--- config.mk ---
export PLATFORM = sky130hd
export DESIGN_NAME = instr_encoder_flat
export DESIGN_NICKNAME = d
export VERILOG_FILES = /design/src/rtl/instr_encoder_if.sv /design/src/rtl/instr_encoder.sv /design/src/flat_wrapper.sv
export SDC_FILE = /design/constraint.sdc
export NUM_CORES = 1
export LEC_CHECK = 0
export CORE_MARGIN = 5
export CORE_UTILIZATION = 38
export CTS_BUF_LIST = sky130_fd_sc_hd__clkbuf_8
export DETAILED_ROUTE_END_ITERATION = 10
export PLACE_DENSITY = 0.73
export SYNTH_ARGS = -nofsm -noshare
export SYNTH_HDL_FRONTEND = slang
export SYNTH_SLANG_ARGS = --single-unit
--- constraint.sdc ---
create_clock -name clk -period 1.33 [get_ports clk]
set_input_delay 0.266 -clock clk [delete_from_list [all_inputs] [get_ports clk]]
set_output_delay 0.266 -clock clk [all_outputs]
set_load 0.01 [all_outputs]
--- src/rtl/instr_encoder_if.sv ---
// Symbolic-instruction handshake between a loader and instr_encoder.
// The master drives one instruction's fields; the slave answers with in_ready.
interface instr_encoder_if;
  logic        in_valid;
  logic        in_ready;
  logic [2:0]  in_kind;
  logic [4:0]  in_rs;
  logic [4:0]  in_rt;
  logic [4:0]  in_rd;
  logic [4:0]  in_shamt;
  logic [5:0]  in_funct;
  logic [15:0] in_imm;
  logic        in_last;

  modport master (
    output in_valid, in_kind, in_rs, in_rt, in_rd,
    output in_shamt, in_funct, in_imm, in_last,
    input  in_ready
  );

  modport slave (
    input  in_valid, in_kind, in_rs, in_rt, in_rd,
    input  in_shamt, in_funct, in_imm, in_last,
    output in_ready
  );
endinterface

--- src/rtl/instr_encoder.sv ---
// Packs symbolic instructions into MIPS words and writes them to
// consecutive instruction-memory addresses, one word per two cycles.
module instr_encoder #(
  parameter int ADDR_W = 8
) (
  input  logic              clk,
  input  logic              rst_n,
  input  logic              start,
  input  logic [ADDR_W-1:0] base_addr,
  instr_encoder_if.slave    src,
  output logic              mem_we,
  output logic [ADDR_W-1:0] mem_addr,
  output logic [31:0]       mem_wdata,
  output logic              busy,
  output logic              done,
  output logic [ADDR_W:0]   count,
  output logic              err_illegal,
  output logic              err_full
);

  localparam logic [ADDR_W:0] DEPTH = {1'b1, {ADDR_W{1'b0}}};

  localparam logic [5:0] OP_LW   = 6'b100011;
  localparam logic [5:0] OP_SW   = 6'b101011;
  localparam logic [5:0] OP_BEQ  = 6'b000100;
  localparam logic [5:0] OP_XORI = 6'b001110;
  localparam logic [5:0] OP_BGEZ = 6'b100111;
  localparam logic [5:0] OP_BALZ = 6'b011010;

  typedef enum logic [1:0] {
    IDLE,
    ACCEPT,
    WRITE,
    DONE
  } state_t;

  state_t          state;
  logic            last_q;
  logic [31:0]     enc;
  logic            legal;
  logic [5:0]      op;
  logic [ADDR_W:0] cnt_nxt;

  assign src.in_ready = (state == ACCEPT);
  assign cnt_nxt      = count + 1'b1;

  always_comb begin
    op    = 6'b0;
    legal = 1'b1;
    unique case (1'b1)
      (src.in_kind == 3'd0): op = 6'b0;
      (src.in_kind == 3'd1): op = OP_LW;
      (src.in_kind == 3'd2): op = OP_SW;
      (src.in_kind == 3'd3): op = OP_BEQ;
      (src.in_kind == 3'd4): op = OP_XORI;
      (src.in_kind == 3'd5): op = OP_BGEZ;
      (src.in_kind == 3'd6): op = OP_BALZ;
      default:               legal = 1'b0;
    endcase
  end

  always_comb begin
    if (src.in_kind == 3'd0)
      enc = {6'b0, src.in_rs, src.in_rt,
             src.in_rd, src.in_shamt, src.in_funct};
    else
      enc = {op, src.in_rs, src.in_rt, src.in_imm};
  end

  always_ff @(posedge clk or negedge rst_n) begin
    if (!rst_n) begin
      state       <= IDLE;
      last_q      <= 1'b0;
      mem_we      <= 1'b0;
      mem_addr    <= '0;
      mem_wdata   <= '0;
      busy        <= 1'b0;
      done        <= 1'b0;
      count       <= '0;
      err_illegal <= 1'b0;
      err_full    <= 1'b0;
    end else begin
      unique case (state)
        IDLE: begin
          if (start) begin
            mem_addr    <= base_addr;
            count       <= '0;
            err_illegal <= 1'b0;
            err_full    <= 1'b0;
            busy        <= 1'b1;
            state       <= ACCEPT;
          end
        end
        ACCEPT: begin
          if (src.in_valid) begin
            if (legal) begin
              mem_wdata <= enc;
              last_q    <= src.in_last;
              mem_we    <= 1'b1;
              state     <= WRITE;
            end else begin
              err_illegal <= 1'b1;
              if (src.in_last) begin
                done  <= 1'b1;
                state <= DONE;
              end
            end
          end
        end
        WRITE: begin
          mem_we   <= 1'b0;
          mem_addr <= mem_addr + 1'b1;
          count    <= cnt_nxt;
          // capacity exhausted without in_last ends the session early
          if (last_q || cnt_nxt == DEPTH) begin
            done  <= 1'b1;
            state <= DONE;
            if (!last_q) err_full <= 1'b1;
          end else begin
            state <= ACCEPT;
          end
        end
        DONE: begin
          done  <= 1'b0;
          busy  <= 1'b0;
          state <= IDLE;
        end
        default: state <= IDLE;
      endcase
    end
  end

endmodule

--- src/flat_wrapper.sv ---
// flat-port wrapper written by rule: the top's interface ports become plain ports
module instr_encoder_flat 
#(
  parameter int ADDR_W = 8
)
  (clk, rst_n, start, base_addr, mem_we, mem_addr, mem_wdata, busy, done, count, err_illegal, err_full, src_in_valid, src_in_kind, src_in_rs, src_in_rt, src_in_rd, src_in_shamt, src_in_funct, src_in_imm, src_in_last, src_in_ready);
  instr_encoder_if src_i ();
  input  logic clk;
  input  logic rst_n;
  input  logic start;
  input  logic [ADDR_W-1:0] base_addr;
  output logic mem_we;
  output logic [ADDR_W-1:0] mem_addr;
  output logic [31:0] mem_wdata;
  output logic busy;
  output logic done;
  output logic [ADDR_W:0] count;
  output logic err_illegal;
  output logic err_full;
  input wire logic [$bits(src_i.in_valid)-1:0] src_in_valid;
  input wire logic [$bits(src_i.in_kind)-1:0] src_in_kind;
  input wire logic [$bits(src_i.in_rs)-1:0] src_in_rs;
  input wire logic [$bits(src_i.in_rt)-1:0] src_in_rt;
  input wire logic [$bits(src_i.in_rd)-1:0] src_in_rd;
  input wire logic [$bits(src_i.in_shamt)-1:0] src_in_shamt;
  input wire logic [$bits(src_i.in_funct)-1:0] src_in_funct;
  input wire logic [$bits(src_i.in_imm)-1:0] src_in_imm;
  input wire logic [$bits(src_i.in_last)-1:0] src_in_last;
  output wire logic [$bits(src_i.in_ready)-1:0] src_in_ready;
  assign src_i.in_valid = src_in_valid;
  assign src_i.in_kind = src_in_kind;
  assign src_i.in_rs = src_in_rs;
  assign src_i.in_rt = src_in_rt;
  assign src_i.in_rd = src_in_rd;
  assign src_i.in_shamt = src_in_shamt;
  assign src_i.in_funct = src_in_funct;
  assign src_i.in_imm = src_in_imm;
  assign src_i.in_last = src_in_last;
  assign src_in_ready = src_i.in_ready;
  instr_encoder #(.ADDR_W(ADDR_W)) u_core (.clk(clk), .rst_n(rst_n), .start(start), .base_addr(base_addr), .src(src_i), .mem_we(mem_we), .mem_addr(mem_addr), .mem_wdata(mem_wdata), .busy(busy), .done(done), .count(count), .err_illegal(err_illegal), .err_full(err_full));
endmodule
==> reports/qor.csv, run 1 <==
metric,value,unit
status,"finished, violations left",
violations,negative setup slack,
clock.fmax,0.644,GHz
cts_tree,done,
cts-root-buf,clkbuf_8,
rows,31,
synth-edff-count,0,
ys_seq_area_frac,0.497,
drt-initial-drc-count,57,
routed_wl,8.92,mm
io_buffer_count,112,
grt_pass1_wl,13.3,mm
initial_core_util,0.388,
comb_power_share,0.603,
chipHeight,96.1,microns
synthTopCellsByArea,"dfrtp_1 (50%), mux2i_1 (6.7%), nor2_1 (3.6%), a21oi_1 (3.6%), a21oi_2 (3.1%)",
synth_cell_types,47,
hpwl,5.70,mm
yosys_warnings,0,
power.density,1940,nW/um^2
utilization,0.715,
synth.net_count,332,
r2r-start,u_core.count[5]$_DFFE_PN0P_,
grt_max_degree,57,
period_share,1.17,
wl_per_cell,16.3,microns
clk_pin_slew,0.10,ns
diodes,0,
htreeDepth,2,
tightest_slew,0.305,ns
synth_area,2820,sq um
p_leak,0.00224,uW
die_area,9240,sq um
ys.flop_type,dfrtp_1,
layout_setup_ws,-0.223,ns
hold_viol,0,
yosys_register_bits,56,
numCtsBuffers,5,
fin_skew,0.00303,ns
maxSlewViolCount,0,
worstSetupPathType,reg2reg,
vias,2776,
rrSetupSlack,-0.22,ns
drv_cap,0,
slowest_stage,or4_4,
final_nets,510,
async_flop_share,1.00,
worstReg2RegEnd,u_core.err_full$_DFFE_PN0P_,
drc,0,
place.gp.congestion,0.787,
max_slew_margin,0.797,
die_x,96.1,microns
routed_via_density,5.06,
setup-tns-final,-6.06,ns
critical-path-max-stage-delay,0.50,ns
cp_top_family,simple AND/OR/NAND/NOR gates,
power.switching,3790,uW
cp.arrival,1.77,ns
cp_cell_sequence,buf_6 > or4_4 > o32a_1 > o31ai_2,
antenna_found_initial,0,
end_kind,register,
clk_latency,0.30,ns
whs,0.472,ns
pwr-share-clk,0.099,
start_kind,register,
finalSetupViolations,45,
switching_share,0.376,
fin_crit,1.55,ns
syn_to_final_growth,84.1,%
synth_top_area_cell,dfrtp_1,
clockBufferDepth,2,
cp.depth,4,
overflow,0,
hold_path.class,in2async,
cp_max_fo,3,
power_frac_seq,0.298,
p_int,6280,uW
reg2reg_depth,4,
grt_pass1_vias,2817,
first_pass_iters,5,
clock-sinks,56,
required,1.55,ns
grt_usage,0.184,
core,7250,sq um
irDropWorstVdd,0.983,mV
crit_buf_inv,1,
io-pin-count,113,
synth_cells,272,
avgSynthCellArea,10.4,sq um
rsz0062_at_grt,true,
detail-route-antenna-nets,0,
drive_gt1_frac,0.404,
yosys.area.top_type_share,0.497,
Yosys cell counts (7+ instances only):
cell and n:
dfrtp_1 56, nor2_1 27, a21oi_1 20, mux2i_1 19, nand2_1 17, o21ai_0 13
a21oi_2 10, nand3_1 8, o22ai_1 8, buf_2 7
cell usage in the layout, fill, tap and decap left out, types with 3 or more instances in the layout:
cell type        instances
buf_2                    6
dfrtp_2                  3
o31ai_2                  3
buf_4                   47
o21ai_0                  6
o22a_1                   5
buf_8                    3
xor2_1                   3
o21ai_1                  7
clkdlybuf4s50_1         54
nor2_4                  11
o21ai_2                  5
buf_6                   17
nand3_1                  7
clkdlybuf4s15_1          9
nand2_1                 14
dlygate4sd2_1           42
inv_1                    5
mux2i_1                 18
o22ai_2                  3
nor2_1                   9
nor2_2                   7
o22ai_1                  4
mux2_4                  10
dfrtp_1                 53
buf_12                   8
clkbuf_8                 7
a21oi_1                 11
a21oi_2                 19
buf_16                   3
nand2_2                  3
what timing repair did:
action / 4_1_cts / 5_1_grt
gates resized for setup: 139 / 72
hold endpoints to repair: 56 / 0
gates cloned: 4 / 2
pin swaps: 11 / 13
endpoints found under the setup margin: 99 / 54
setup buffers: 21 / 10
hold buffers: 1 / 0
power groups by stage:
stage               Clock, uW  Sequential, uW  Combinational (uW)
finish                    993            3000                6070
global placement            0            2970                4550
floorplan                   0            3260                1890
CTS                      1020            2920                5240
detailed placement          0            2970                4670
global route             1100            3090                6510
worst min-delay path, stage by stage:
cell and delay, ns:
dlygate4sd3_1 0.52, buf_2 0.12, buf_12 0.27
cells by family after synthesis:
logic type | synth area share
flops | 0.497
mux | 0.111
fa+ha+maj | 0.00888
buf+inv | 0.0537
xor+xnor | 0.00933
simple gates | 0.126
compound gates | 0.193
cell type report:
class | instances | area, sq um
Tap cell | 99 | 124
Inverter | 6 | 22.5
Fill cell | 541 | 2070
Timing Repair Buffer | 191 | 1900
Clock buffer | 7 | 96.3
Multi-Input combinational cell | 190 | 1640
Sequential cell | 56 | 1410
sequential cells by signal, summed over array words and instances (netlist names):
register and count:
u_core.busy 1, u_core.err_illegal 1, u_core.mem_we 1, u_core.mem_wdata 31, u_core.done 1, u_core.state 2, u_core.mem_addr 8, u_core.err_full 1
u_core.last_q 1, u_core.count 9
worst max-delay path by stage:
stage | slack (ns) | to | from
after floorplan | -0.17 | u_core.err_full$_DFFE_PN0P_ | u_core.count[1]$_DFFE_PN0P_
after global placement | -0.37 | u_core.mem_wdata[25]$_DFFE_PN0P_ | src_in_kind[0]
final | -0.22 | u_core.err_full$_DFFE_PN0P_ | u_core.count[5]$_DFFE_PN0P_
after global routing | -0.31 | u_core.mem_wdata[14]$_DFFE_PN0P_ | u_core.state[1]$_DFFE_PN0P_
after CTS | -0.22 | u_core.err_full$_DFFE_PN0P_ | u_core.count[4]$_DFFE_PN0P_
after detailed placement | -0.42 | u_core.mem_wdata[23]$_DFFE_PN0P_ | src_in_kind[0]
metal layers:
layer  GRT usage  vias to the layer above  part of all wire
li1            -                     1338                 -
met2       0.316                       85              0.52
met4      0.0367                        0            0.0056
met1       0.225                     1348              0.41
met5           0                        -                 0
met3      0.0610                        5             0.070
metrics by stage:
stage,instance area (sq um),worst slack (ns),total power [uW],cells
2_1_floorplan,2870,-0.173,5150,272
3_3_place_gp,4360,-0.373,7520,509
3_5_place_dp,4360,-0.417,7640,509
4_1_cts,4860,-0.223,9170,540
5_1_grt,5190,-0.306,10700,549
6_report,5190,-0.223,10100,549
Note: power is estimated with default switching activity, not from simulation.
==> run 2: changes to the inputs <==
--- a/config.mk
+++ b/config.mk
@@ -9,6 +9,7 @@
 export CORE_UTILIZATION = 38
 export CTS_BUF_LIST = sky130_fd_sc_hd__clkbuf_8
 export DETAILED_ROUTE_END_ITERATION = 10
+export GPL_TIMING_DRIVEN = 0
 export PLACE_DENSITY = 0.73
 export SYNTH_ARGS = -nofsm -noshare
 export SYNTH_HDL_FRONTEND = slang
==> run 2 against run 1 <==
  * The run still ends with negative setup slack left
  * Register-to-register slack hardly changed
  * Worst hold slack got worse by 0.47 ns
  * Non-clock buffer count rose by 3
  * Critical path depth increased by 1
  * Global-route usage increased by 1.2 points
  * Maximum frequency up 0.74%
  * Via count grew 3.6%
  * Clock power fell by 9.6%
  * Combinational power fell by 2%
==> reports/qor.csv, run 2 (synthesis gave the netlist of run 1 again) <==
metric,value,unit
routed_via_density,5.21,
startpoint,u_core.count[1]$_DFFE_PN0P_,
die_x,96.1,microns
drt-met1-wl,3.64,mm
max_slew_margin,0.526,
reg_top3,"u_core.mem_wdata: 31 flops, u_core.count: 9 flops, u_core.mem_addr: 8 flops",
rsz0062_at_grt,true,
initial_core_util,0.388,
irDropWorstVdd,0.920,mV
tightest_slew,0.712,ns
multi_input_area,1560,sq um
worstReg2RegEnd,u_core.err_full$_DFFE_PN0P_,
clk_pin_slew,0.10,ns
rows,31,
r2r-start,u_core.count[1]$_DFFE_PN0P_,
worstSetupPathType,reg2reg,
io-pin-count,113,
antenna_found_initial,0,
status,"finished, violations left",
overflow,0,
start_kind,register,
clk_latency,0.31,ns
place_area,4110,sq um
p_int,6040,uW
whs,0.00145,ns
ff_latch_area,1410,sq um
diodes,0,
fin_skew,0.0116,ns
rrSetupSlack,-0.21,ns
power_frac_seq,0.296,
comb_power_share,0.611,
grt_usage,0.196,
hold_viol,0,
drv_cap,0,
wl_met3,720,microns
maxSlewViolCount,0,
cp.arrival,1.77,ns
clock.fmax,0.649,GHz
clockBufferDepth,2,
layout.cells.non_filler,552,
period_share,1.16,
final_nets,513,
top_register,u_core.mem_wdata,
vias,2876,
cts_tree,done,
grt_pass1_wl,14.1,mm
drt-initial-drc-count,78,
p_leak,0.00223,uW
pwr-share-clk,0.093,
setup-tns-final,-4.04,ns
io_buffer_count,110,
reg2reg_depth,5,
routed_wl,9.20,mm
place.gp.congestion,0.791,
hpwl,5.63,mm
top_layer_used,met4,
hold_path.class,in2async,
power.switching,3660,uW
crit_end,u_core.err_full$_DFFE_PN0P_,
cp_max_fo,6,
htreeDepth,2,
finalSetupViolations,41,
drc,0,
power.density,1900,nW/um^2
grt_pass1_vias,2965,
chipHeight,96.1,microns
met2_length,4.60,mm
final_common_cell,clkdlybuf4s50_1,
first_pass_iters,4,
detail-route-antenna-nets,0,
dp_cells,482,
cts-root-buf,clkbuf_8,
switching_share,0.377,
numCtsBuffers,5,
required,1.56,ns
final_cell_mix,"clkdlybuf4s50_1 (53), buf_4 (48), dlygate4sd2_1 (48), dfrtp_1 (48), buf_6 (21)",
fin_crit,1.54,ns
clock-sinks,56,
die_area,9240,sq um
violations,negative setup slack,
layout_setup_ws,-0.211,ns
final.fill_count,539,
drive_gt1_frac,0.384,
grt_max_degree,30,
wl_per_cell,16.7,microns
core,7250,sq um
finalInstanceArea,5100,sq um
syn_to_final_growth,80.9,%
end_kind,register,
largest_reg_flops,31,
run 2: final cells by class:
cell class,instances,share of cell area
Clock buffer,5,0.0135
Buffer,16,0.0415
Sequential cell,56,0.277
Clock inverter,2,0.00147
Inverter,6,0.00589
Timing Repair Buffer,178,0.331
Multi-Input combinational cell,190,0.306
Tap cell,99,0.0243
run 2: power by group through the flow:
stage          sequential [uW]  clock, uW  combinational (uW)
2_1_floorplan             3260          0                1890
3_3_place_gp              2990          0                4190
3_5_place_dp              3030          0                4250
4_1_cts                   2870        906                5360
5_1_grt                   2950        984                6390
6_report                  2870        898                5930
run 2: what timing repair did:
item / in CTS / in global routing
endpoints found under the setup margin: 107 / 57
pin swaps: 18 / 26
gates resized for setup: 155 / 45
hold buffers: 0 / 0
setup buffers: 49 / 17
cloned: 4 / 0
run 2: metrics by stage:
stage	utilization	worst slack [ns]	total power, uW
2_1_floorplan	-	-0.173	5150
3_3_place_gp	0.565	-2.05	7190
3_5_place_dp	0.567	-0.666	7290
4_1_cts	0.669	-0.195	9130
5_1_grt	0.703	-0.285	10300
6_report	0.703	-0.211	9700
run 2: layer usage:
layer  global-route usage  vias up
met3               0.0633       24
met4               0.0628        0
li1                     -     1337
met2                0.338      110
met1                0.231     1405
met5                    0        -
run 2: worst min path at each step:
stage / start / slack [ns] / to / cells past startpoint
floorplan: rst_n / -0.03 / u_core.busy$_DFFE_PN0P_ / 0
global placement: u_core.mem_we$_DFFE_PN0P_ / 0.46 / u_core.mem_we$_DFFE_PN0P_ / 1
detailed placement: rst_n / 0.35 / u_core.mem_wdata[16]$_DFFE_PN0P_ / 1
CTS: rst_n / 0.02 / u_core.mem_wdata[26]$_DFFE_PN0P_ / 1
global route: rst_n / 0.05 / u_core.mem_wdata[26]$_DFFE_PN0P_ / 1
finish: rst_n / 0.001 / u_core.busy$_DFFE_PN0P_ / 1
run 2: worst max-delay path: stages (launching register included):
cell and delay (ns):
dfrtp_1 0.40, ha_2 0.22, and2_4 0.19, nand3_2 0.10, o32a_1 0.36, o31ai_2 0.19
==> run 3: changes to the inputs <==
--- a/config.mk
+++ b/config.mk
@@ -10,7 +10,7 @@
 export CTS_BUF_LIST = sky130_fd_sc_hd__clkbuf_8
 export DETAILED_ROUTE_END_ITERATION = 10
 export GPL_TIMING_DRIVEN = 0
-export PLACE_DENSITY = 0.73
+export PLACE_DENSITY = 0.7
 export SYNTH_ARGS = -nofsm -noshare
 export SYNTH_HDL_FRONTEND = slang
 export SYNTH_SLANG_ARGS = --single-unit
==> constraint.sdc (replaced) <==
create_clock -name clk -period 1.9 [get_ports clk]
set_input_delay 0.38 -clock clk [delete_from_list [all_inputs] [get_ports clk]]
set_output_delay 0.38 -clock clk [all_outputs]
set_load 0.01 [all_outputs]
==> run 3 against run 2 <==
  * The flow now finishes without violations
  * Die area unchanged
  * Final cell count down 11%
  * Sequential power decreased by 27%
  * Largest cell class is now sequential cells
  * Highest routed layer unchanged
  * Power fell by 40%
==> reports/qor.csv, run 3 (synthesis gave the netlist of run 1 again) <==
metric,value,unit
status,finished clean,
die_area,9240,sq um
vias,2506,
clk_latency,0.30,ns
rows,31,
rsz0062_at_grt,false,
initial_core_util,0.388,
drv_cap,0,
required,1.52,ns
largest_reg_flops,31,
maxSlewViolCount,0,
hold_path.class,in2async,
clockBufferDepth,2,
layout_setup_ws,0.0978,ns
dp_cells,482,
period_share,0.949,
cp.arrival,1.42,ns
overflow,0,
io_buffer_count,110,
clock.fmax,0.555,GHz
end_kind,output pin,
final_common_cell,clkdlybuf4s50_1,
place_area,4060,sq um
routed_wl,7.16,mm
clk_pin_slew,0.10,ns
antenna_found_initial,0,
htreeDepth,2,
diodes,0,
grt_pass1_vias,2472,
syn_to_final_growth,49.0,%
drt-initial-drc-count,89,
chipHeight,96.1,microns
cp_cell_sequence,inv_2 > clkbuf_4 > nor2_1 > dlygate4sd2_1,
die_x,96.1,microns
slowest_stage,dfrtp_2,
setup-tns-final,0,ns
io-pin-count,113,
first_pass_iters,6,
hold_buffers,0,
cp_max_fo,10,
whs,0.0692,ns
layout.cells.non_filler,490,
cts_tree,done,
dp_slack,-0.239,ns
final_nets,451,
irDropWorstVdd,0.721,mV
fin_crit,1.80,ns
final_cell_mix,"clkdlybuf4s50_1 (108), dfrtp_1 (55), nor2_1 (27)",
power.density,1390,nW/um^2
core,7250,sq um
finalInstanceArea,4200,sq um
tightest_slew,0.581,ns
clock-sinks,56,
max_slew_margin,0.613,
hold_viol,0,
cts-root-buf,clkbuf_8,
fin_skew,0.00510,ns
critical-path-max-stage-delay,0.43,ns
grt_usage,0.160,
finalSetupViolations,0,
wl_per_cell,14.6,microns
grt_pass1_wl,11.7,mm
top_register,u_core.mem_wdata,
place.gp.congestion,0.827,
detail-route-antenna-nets,0,
start_kind,register,
hpwl,5.45,mm
drc,0,
p_leak,0.00170,uW
routed_via_density,5.11,
numCtsBuffers,5,
grt_max_degree,33,
drive_gt1_frac,0.118,
reg_top3,"u_core.mem_wdata: 31 flops, u_core.count: 9 flops, u_core.mem_addr: 8 flops",
worstSetupPathType,reg2out,
-- run 3: what timing repair did --
| action | 4_1_cts | 5_1_grt |
|---|---|---|
| gates resized for setup | 4 | 1 |
| setup buffers | 1 | 0 |
| hold endpoints to repair | 0 | 0 |
| setup endpoints to repair | 1 | 1 |
-- run 3: critical path: cells and delay by family, from the launching register on --
family	cells	cell delay, ns
AND/OR/NAND/NOR	1	0.08
buffers and inverters	3	0.61
flip-flops	1	0.43
-- run 3: metrics by stage --
| step | util | total power, uW |
|---|---|---|
| 3_3_place_gp | 0.557 | 4910 |
| 4_1_cts | 0.579 | 5920 |
| 5_1_grt | 0.579 | 6300 |
| 6_report | 0.579 | 5850 |
| 2_1_floorplan | - | 3510 |
| 3_5_place_dp | 0.559 | 4980 |
-- run 3: final timing paths --
check	to	cells after the start	start	slack (ns)
setup / recovery	src_in_ready	4	u_core.state[0]$_DFFE_PN0P_	0.1
hold reg to reg	u_core.mem_we$_DFFE_PN0P_	1	u_core.mem_we$_DFFE_PN0P_	0.49
hold / removal	u_core.busy$_DFFE_PN0P_	1	rst_n	0.07
min in group clk	u_core.mem_wdata[27]$_DFFE_PN0P_	2	src_in_kind[2]	0.38
max in group asynchronous	u_core.state[0]$_DFFE_PN0P_	2	rst_n	1.26
setup reg to reg	u_core.err_full$_DFFE_PN0P_	6	u_core.count[0]$_DFFE_PN0P_	0.23
-- run 3: area by class of cell --
cell class	instances	area, sq um
fill	672	3060
buffer	20	133
tap	99	124
sequential	56	1400
clock inverter	2	60.1
timing repair buffer	112	1120
multi-input combinational	190	1260
clock buffer	5	68.8
inverter	6	22.5
-- run 3: per-layer routing --
metal / GRT usage / share of wire / routed length [microns] / vias up
met5: 0 / 0 / 0 / -
met1: 0.201 / 0.43 / 3060 / 1184
met3: 0.0586 / 0.10 / 734 / 6
met4: 0.0415 / 0.0091 / 65 / 0
met2: 0.260 / 0.46 / 3300 / 102
li1: - / - / - / 1214
-- run 3: power breakdown --
part	internal [uW]	leakage, uW	total, uW	switching, uW
clock network	519	0.0000642	897	378
registers	1690	0.000662	2090	392
logic	1580	0.000978	2870	1290
total	3790	0.00170	5850	2060
